[src/rtl/spi_fifo_evt_gen.sv]
// FIFO-threshold event generator for the SPI master: one interrupt FSM per FIFO channel,
// with re-arm by transfer count or by status read, pulse or level output, and sticky status.
module spi_fifo_evt_gen #(
  parameter int                NUM_CH    = 2,
  parameter int                CNT_WIDTH = 5,
  parameter logic [NUM_CH-1:0] CH_DIR    = 2'b10
) (
  input  logic                          HCLK,
  input  logic                          HRESET,
  input  logic                          clr_i,
  input  logic [NUM_CH*CNT_WIDTH-1:0]   elements_i,
  input  logic [NUM_CH*CNT_WIDTH-1:0]   th_i,
  input  logic [NUM_CH*CNT_WIDTH-1:0]   cnt_i,
  input  logic [NUM_CH-1:0]             xfer_i,
  input  logic [NUM_CH-1:0]             int_en_i,
  input  logic [NUM_CH-1:0]             cnt_en_i,
  input  logic [NUM_CH-1:0]             pulse_mode_i,
  input  logic                          rd_sta_i,
  output logic [NUM_CH-1:0]             int_o,
  output logic [NUM_CH-1:0]             status_o,
  output logic                          event_o
);

  typedef enum logic [1:0] {
    ST_ACTIVE   = 2'd0,
    ST_GEN      = 2'd1,
    ST_INACTIVE = 2'd2
  } state_t;

  for (genvar k = 0; k < NUM_CH; k++) begin : g_ch
    logic [CNT_WIDTH-1:0] elem, th, cnt, cnt_last;
    logic [CNT_WIDTH-1:0] counter_q, counter_d;
    state_t               state_q, state_d;
    logic                 cond, hit;
    logic                 int_q, int_d;
    logic                 sta_q, sta_d;

    assign elem     = elements_i[k*CNT_WIDTH +: CNT_WIDTH];
    assign th       = th_i[k*CNT_WIDTH +: CNT_WIDTH];
    assign cnt      = cnt_i[k*CNT_WIDTH +: CNT_WIDTH];
    // A programmed count of zero behaves as one: re-arm on every transfer.
    assign cnt_last = (cnt == '0) ? '0 : cnt - 1'b1;
    assign cond     = CH_DIR[k] ? (elem >= th) : (elem <= th);
    assign hit      = cnt_en_i[k] && xfer_i[k] && (counter_q == cnt_last);

    always_comb begin
      state_d = state_q;
      case (state_q)
        ST_ACTIVE:   if (int_en_i[k] && cond) state_d = ST_GEN;
        ST_GEN:      state_d = ST_INACTIVE;
        ST_INACTIVE: if (cnt_en_i[k] ? hit : rd_sta_i) state_d = ST_ACTIVE;
        default:     state_d = ST_ACTIVE;
      endcase
      if (clr_i) state_d = ST_ACTIVE;

      counter_d = counter_q;
      if (clr_i || !cnt_en_i[k]) counter_d = '0;
      else if (xfer_i[k])        counter_d = hit ? '0 : counter_q + 1'b1;

      // Output is registered alongside the state so no input reaches int_o combinationally.
      int_d = pulse_mode_i[k] ? (state_d == ST_GEN) : (state_d != ST_ACTIVE);

      sta_d = sta_q;
      if (clr_i)                  sta_d = 1'b0;
      else if (state_q == ST_GEN) sta_d = 1'b1;
      else if (rd_sta_i)          sta_d = 1'b0;
    end

    always_ff @(posedge HCLK or posedge HRESET) begin
      if (HRESET) begin
        state_q   <= ST_ACTIVE;
        counter_q <= '0;
        int_q     <= 1'b0;
        sta_q     <= 1'b0;
      end else begin
        state_q   <= state_d;
        counter_q <= counter_d;
        int_q     <= int_d;
        sta_q     <= sta_d;
      end
    end

    assign int_o[k]    = int_q;
    assign status_o[k] = sta_q;
  end

  assign event_o = |int_o;

endmodule

[config.mk]
export PLATFORM = sky130hd
export DESIGN_NAME = spi_fifo_evt_gen
export DESIGN_NICKNAME = d
export VERILOG_FILES = /design/src/rtl/spi_fifo_evt_gen.sv
export SDC_FILE = /design/constraint.sdc
export NUM_CORES = 1
export LEC_CHECK = 0
export ABC_AREA = 1
export BUFFER_PORTS_ARGS = -buffer_cell sky130_fd_sc_hd__clkbuf_2
export CAP_MARGIN = 15
export CORE_MARGIN = 8
export CORE_UTILIZATION = 55
export CTS_CLUSTER_DIAMETER = 100
export DETAILED_ROUTE_END_ITERATION = 8
export PLACE_DENSITY = 0.84
export SETUP_SLACK_MARGIN = 0.02
export SYNTH_ARGS = -nofsm -noshare
export SYNTH_HDL_FRONTEND = slang
export SYNTH_SLANG_ARGS = --single-unit
[constraint.sdc]
create_clock -name HCLK -period 1.6 [get_ports HCLK]
set_input_delay 0.08 -clock HCLK [delete_from_list [all_inputs] [get_ports HCLK]]
set_output_delay 0.08 -clock HCLK [all_outputs]
set_load 0.03 [all_outputs]
==> results_dict.tcl, run 1 <==
set metrics [dict create \
    synth_cells 228 \
    whs_ns 0.0204 \
    setup_violations 0 \
    start_util_pct 57.8 \
    critPathRequiredTime_ns 1.52 \
    multi_input_area_um2 892 \
    async_flop_share_pct 100 \
    ant_nets 0 \
    grt_use_total_pct 13.9 \
    clock_skew_ns 0.00587 \
    criticalPathCategory "register to output port" \
    dr.pass1.iters 4 \
    synthDistinctLibCells 27 \
    crit_chain "or2_2, clkbuf_2" \
    worst_slack_ns 0.322 \
    dieArea_um2 4880 \
    cts_resized 0 \
    instances_no_fill 306 \
    synth_area_um2 1600 \
    synth_top_family_by_area "simple AND/OR/NAND/NOR gates" \
    clk_latency_ns 0.31 \
    die_x_um 69.9 \
    synth_compound_area_share_pct 8.55 \
    arrival_ns 1.20 \
    synthAdderAreaFrac_pct 11.0 \
    cts_tree "done" \
    clk_path_buf_depth 2 \
    vias 1484 \
    avgSynthCellArea_um2 7.00 \
    grt_pass1_wl_um 5820 \
    synthXorXnorAreaFrac_pct 3.29 \
    maxSlewViolCount 0 \
    p_total_mw 1.08 \
    synth_area_leaders "dfrtp_1 28%, inv_1 14%, nand2_1 12%" \
    antenna_found_initial 0 \
    drt_iter0_drc 65 \
    synth_top_area_share_pct 28.2 \
    htreeDepth 1 \
    synth_flop_cell "dfrtp_1" \
    synth_top_cell_by_area "dfrtp_1" \
    worst_path_largest_cell_delay_ns 0.41 \
    max_freq_ghz 0.782 \
    drv_cap 0 \
    power.density_nw_per_um2 575 \
    outcome "finished clean" \
    via_per_inst 4.85 \
    cts_buffers 3 \
    cts_sinks 18 \
    post-route-drc-count 0 \
    cts.clk_slew.worst_paths_ns 0.11 \
    yosysSeqAreaShare_pct 28.2 \
    grt_pass1_vias 1474 \
    fillers 279 \
    placed_area_um2 1830 \
    cp_max_fo 2 \
    regArea_um2 450 \
    grt_max_degree 19 \
    coreArea_um2 2760 \
    rows 19 \
    pre_cts_ws_ns 0.107 \
    cts-root-buf "clkbuf_4" \
    yosysMostFrequentCell "inv_1" \
    ys_ff_latch 18 \
    tightest_slew_ns 0.665 \
    fp.dieH_um 69.9 \
    start_kind "register" \
    synth_enable_flop_cells 0 \
    worst_slew_margin_rel_pct 55.6 \
    utilization_pct 68.4 \
    period_share_pct 79.9 \
    io_pins 47 \
    routed_wl_um 3220 \
    fin_crit_ns 1.28 \
    ys_warn_count 0 \
    area_growth_syn_to_layout_pct 18.2 \
    synth_simple_gate_area_share_pct 33.1 \
    finalHoldViolations 0 \
    design_area_um2 1890 \
    syn-num-nets 284 \
    ctsHoldBuffers 2 \
    setup_tns_ns 0 \
    dpl.hpwl_um 2760 \
    muxShareOfSynthArea_pct 0 \
    io_buffers 46 \
    wl_per_cell_um 10.5 \
    end_kind "output port" \
    p_leak_nw 1.12 \
    hp-class "input pin to register" \
    numPlacedInstances 300 \
    critPathSlowestCell "dfrtp_1" \
    n_antenna_cell 0 \
    nNetsFinal 332 \
    r2r_slack_ns 0.38 \
    rsz0062_at_grt "false" \
    cts_setup_buffers 0 \
    drive_gt1_share_pct 25.5 \
    synth.top_cells.by_count "58 x inv_1, 51 x nand2_1, 19 x nand3_1" \
    ir_drop_mv 0.428 \
    grt_overflow 0 \
    gp_congestion 0.798 \
]
-- report_power, final --
group / internal (mW) / total [mW] / switching [mW] / leakage, nW
logic: 0.130 / 0.306 / 0.177 / 0.855
registers: 0.472 / 0.485 / 0.0132 / 0.247
clock network: 0.139 / 0.293 / 0.154 / 0.0210
-- layer usage --
| metal | GRT usage (%) | vias up | part of all wire [%] |
|---|---|---|---|
| met2 | 22.4 | 40 | 43 |
| met3 | 4.52 | 5 | 7.6 |
| met1 | 15.7 | 630 | 46 |
| li1 | - | 809 | - |
| met4 | 8.04 | 0 | 2.5 |
| met5 | 0 | - | 0 |
-- cell families after synthesis --
group	after synthesis
simple gates	105
buf+inv	63
compound gates	22
flops	18
fa+ha+maj	14
xor+xnor	6
-- sequential cells by signal (all words and copies together), names as in the netlist --
register        count
g_ch.counter_q     10
g_ch.int_q          2
g_ch.sta_q          2
g_ch.state_q        4
-- layout by cell type (no fill, tap or decap), drive strengths merged, types with 2 or more instances in the layout --
master        n
nand3        25
nand2        53
clkbuf       50
nand3b        2
xnor2         2
dlygate4sd3   2
ha           14
nand4         6
dfrtp        18
o21ai         3
o22ai         8
or2           2
a21oi         7
nor2         16
xor2          4
inv          58
-- path summary, 6_finish.rpt --
check                                          start  depth (start not counted)              endpoint
worst max-delay path                   g_ch[1].int_q                          2               event_o
worst min register to register         g_ch[1].sta_q                          2         g_ch[1].sta_q
max in group asynchronous                     HRESET                          3  g_ch[0].counter_q[1]
worst min-delay path                           clr_i                          2    g_ch[1].state_q[1]
min in group asynchronous                     HRESET                          3  g_ch[0].counter_q[2]
worst max register to register  g_ch[1].counter_q[2]                          9         g_ch[1].int_q
-- worst max-delay path, delay by kind of cell, from the launching register on --
kind | cells | cell delay [ns]
buffers and inverters | 1 | 0.18
and+or+nand+nor | 1 | 0.29
DFF | 1 | 0.41
-- final cells by class --
class / instances / area share, %
well taps: 31 / 2.06
inverters: 58 / 11.5
repair buffers: 48 / 13.3
multi-input cells: 147 / 47.3
clock buffers: 4 / 1.92
flip-flops and latches: 18 / 23.9
Note: power is estimated with default switching activity, not from simulation.
==> inputs of run 2 (changes only) <==
--- a/config.mk
+++ b/config.mk
@@ -9,10 +9,10 @@
 export BUFFER_PORTS_ARGS = -buffer_cell sky130_fd_sc_hd__clkbuf_2
 export CAP_MARGIN = 15
 export CORE_MARGIN = 8
-export CORE_UTILIZATION = 55
+export CORE_UTILIZATION = 47
 export CTS_CLUSTER_DIAMETER = 100
 export DETAILED_ROUTE_END_ITERATION = 8
-export PLACE_DENSITY = 0.84
+export PLACE_DENSITY = 0.77
 export SETUP_SLACK_MARGIN = 0.02
 export SYNTH_ARGS = -nofsm -noshare
 export SYNTH_HDL_FRONTEND = slang
==> constraint.sdc (replaced) <==
create_clock -name HCLK -period 1.1 [get_ports HCLK]
set_input_delay 0.055 -clock HCLK [delete_from_list [all_inputs] [get_ports HCLK]]
set_output_delay 0.055 -clock HCLK [all_outputs]
set_load 0.03 [all_outputs]
==> results_dict.tcl, run 2 (synthesis gave the netlist of run 1 again) <==
set metrics [dict create \
    gp_congestion 0.803 \
    end_kind "register" \
    dpl.hpwl_um 3080 \
    post-route-drc-count 0 \
    drive_gt1_share_pct 42.0 \
    cts_sinks 18 \
    coreArea_um2 3310 \
    drt_iter0_drc 50 \
    max_freq_ghz 0.834 \
    start_kind "register" \
    ant_nets 0 \
    setup_violations 14 \
    dr.pass1.iters 5 \
    start_util_pct 48.2 \
    ir_drop_mv 0.409 \
    wl_per_cell_um 11.4 \
    p_leak_nw 1.30 \
    timing.rr.start "g_ch[1].counter_q[4]" \
    tightest_slew_ns 0.280 \
    via_per_inst 4.74 \
    power.density_nw_per_um2 690 \
    worst_slew_margin_rel_pct 81.3 \
    outcome "finished with violations" \
    finalHoldViolations 0 \
    antenna_found_initial 0 \
    hp-class "input pin to register" \
    holdPathStages 4 \
    htreeDepth 1 \
    r2r_cells 9 \
    mostFrequentLayoutCells "51 x inv_1, 48 x nand2_1, 44 x clkbuf_2" \
    maxSlewViolCount 0 \
    rr_endpoint "g_ch[1].int_q" \
    arrival_ns 1.39 \
    cts-root-buf "clkbuf_4" \
    io_buffers 46 \
    fp.dieH_um 74.3 \
    r2r_slack_ns -0.1 \
    grt_use_total_pct 14.9 \
    period_share_pct 109 \
    grt_max_degree 19 \
    routed_wl_um 4070 \
    largestRegisters "g_ch.counter_q: 10 flops, g_ch.state_q: 4 flops" \
    violations "negative setup slack" \
    grt_pass1_vias 1727 \
    cts_buffers 3 \
    cts_tree "done" \
    nNetsFinal 370 \
    clk_latency_ns 0.28 \
    final_common_cell "inv_1" \
    fin_crit_ns 1.20 \
    min_to "g_ch[1].int_q" \
    io_pins 47 \
    vias 1698 \
    cts.clk_slew.worst_paths_ns 0.10 \
    rsz0062_at_grt "true" \
    clock_skew_ns 0.000543 \
    grt_overflow 0 \
    drv_cap 0 \
    top_register "g_ch.counter_q" \
    min_from "pulse_mode_i[1]" \
    worst_slack_ns -0.0995 \
    criticalPathCategory "register to register" \
    whs_ns 0.0119 \
    n_antenna_cell 0 \
    setup_tns_ns -0.665 \
    largest_reg_flops 10 \
    die_x_um 74.3 \
    dieArea_um2 5510 \
    critPathRequiredTime_ns 1.29 \
    grt_pass1_wl_um 6670 \
    area_growth_syn_to_layout_pct 43.9 \
    clk_path_buf_depth 2 \
    rows 21 \
    cp_max_fo 3 \
]
run 2: changes by cell type in the layout (fill, tap and decap cells not counted), moves of 5 or more:
cell     change
inv_1        -7
nand3_1      -6
nand3_2      +5
inv_2        +5
buf_4       +39
run 2: critical path, cell delays in order, from the launching register on:
cell	delay, ns
dfrtp_1	0.39
inv_2	0.06
nand3_2	0.06
nand3_1	0.07
nor2_2	0.13
nand3_2	0.11
nand2_2	0.10
nand2_2	0.07
nand3_2	0.07
nand2_2	0.04
run 2: where the power goes:
| group | total (mW) | switching (mW) | leakage (nW) | internal (mW) |
|---|---|---|---|---|
| Sequential | 0.707 | 0.0203 | 0.246 | 0.686 |
| Combinational | 0.558 | 0.299 | 1.04 | 0.260 |
| Clock | 0.319 | 0.191 | 0.0138 | 0.127 |
| Total | 1.58 | 0.510 | 1.30 | 1.07 |
run 2: layout make-up:
cell class	count	area [µm²]
inverter	58	225
sequential	18	452
fill	280	1010
multi-input combinational	147	996
timing repair buffer	86	543
clock buffer	3	22.5
tap	46	57.6
run 2: how the worst max path moves through the flow:
stage / start / endpoint / slack [ns] / cells past startpoint
3_5_place_dp: cnt_i[5] / g_ch[1].int_q / -0.24 / 15
4_1_cts: g_ch[0].counter_q[2] / g_ch[0].int_q / -0.07 / 9
3_3_place_gp: cnt_i[5] / g_ch[1].int_q / -0.20 / 15
5_1_grt: g_ch[1].counter_q[1] / g_ch[1].int_q / -0.21 / 9
2_1_floorplan: cnt_i[5] / g_ch[1].int_q / -0.05 / 14
6_report: g_ch[1].counter_q[4] / g_ch[1].int_q / -0.1 / 9
run 2: timing repair:
action | 4_1_cts | 5_1_grt
endpoints found under the setup margin | 15 | 16
endpoints found under the hold margin | 18 | 0
cloned | 0 | 0
gates resized for setup | 6 | 20
pin swaps | 16 | 11
hold buffers | 1 | 0
buffers inserted | 11 | 5
run 2: per-layer routing:
layer	GRT usage, %	part of all wire (%)	wire length, µm	vias to the layer above
met5	0	0	0	-
met2	28.3	50	2040	59
met3	1.62	4.5	184	10
met1	16.9	43	1760	739
li1	-	-	-	890
met4	4.57	2.2	89	0
run 2: metrics by stage:
stage	cell area [µm²]	power, mW	instances	utilization, %	setup slack (ns)
2_1_floorplan	1630	1.04	228	-	-0.0533
3_3_place_gp	2050	1.21	338	62.0	-0.205
3_5_place_dp	2050	1.22	338	62.0	-0.244
4_1_cts	2200	1.56	353	66.4	-0.0713
5_1_grt	2300	1.69	358	69.4	-0.206
6_report	2300	1.58	358	69.4	-0.0995
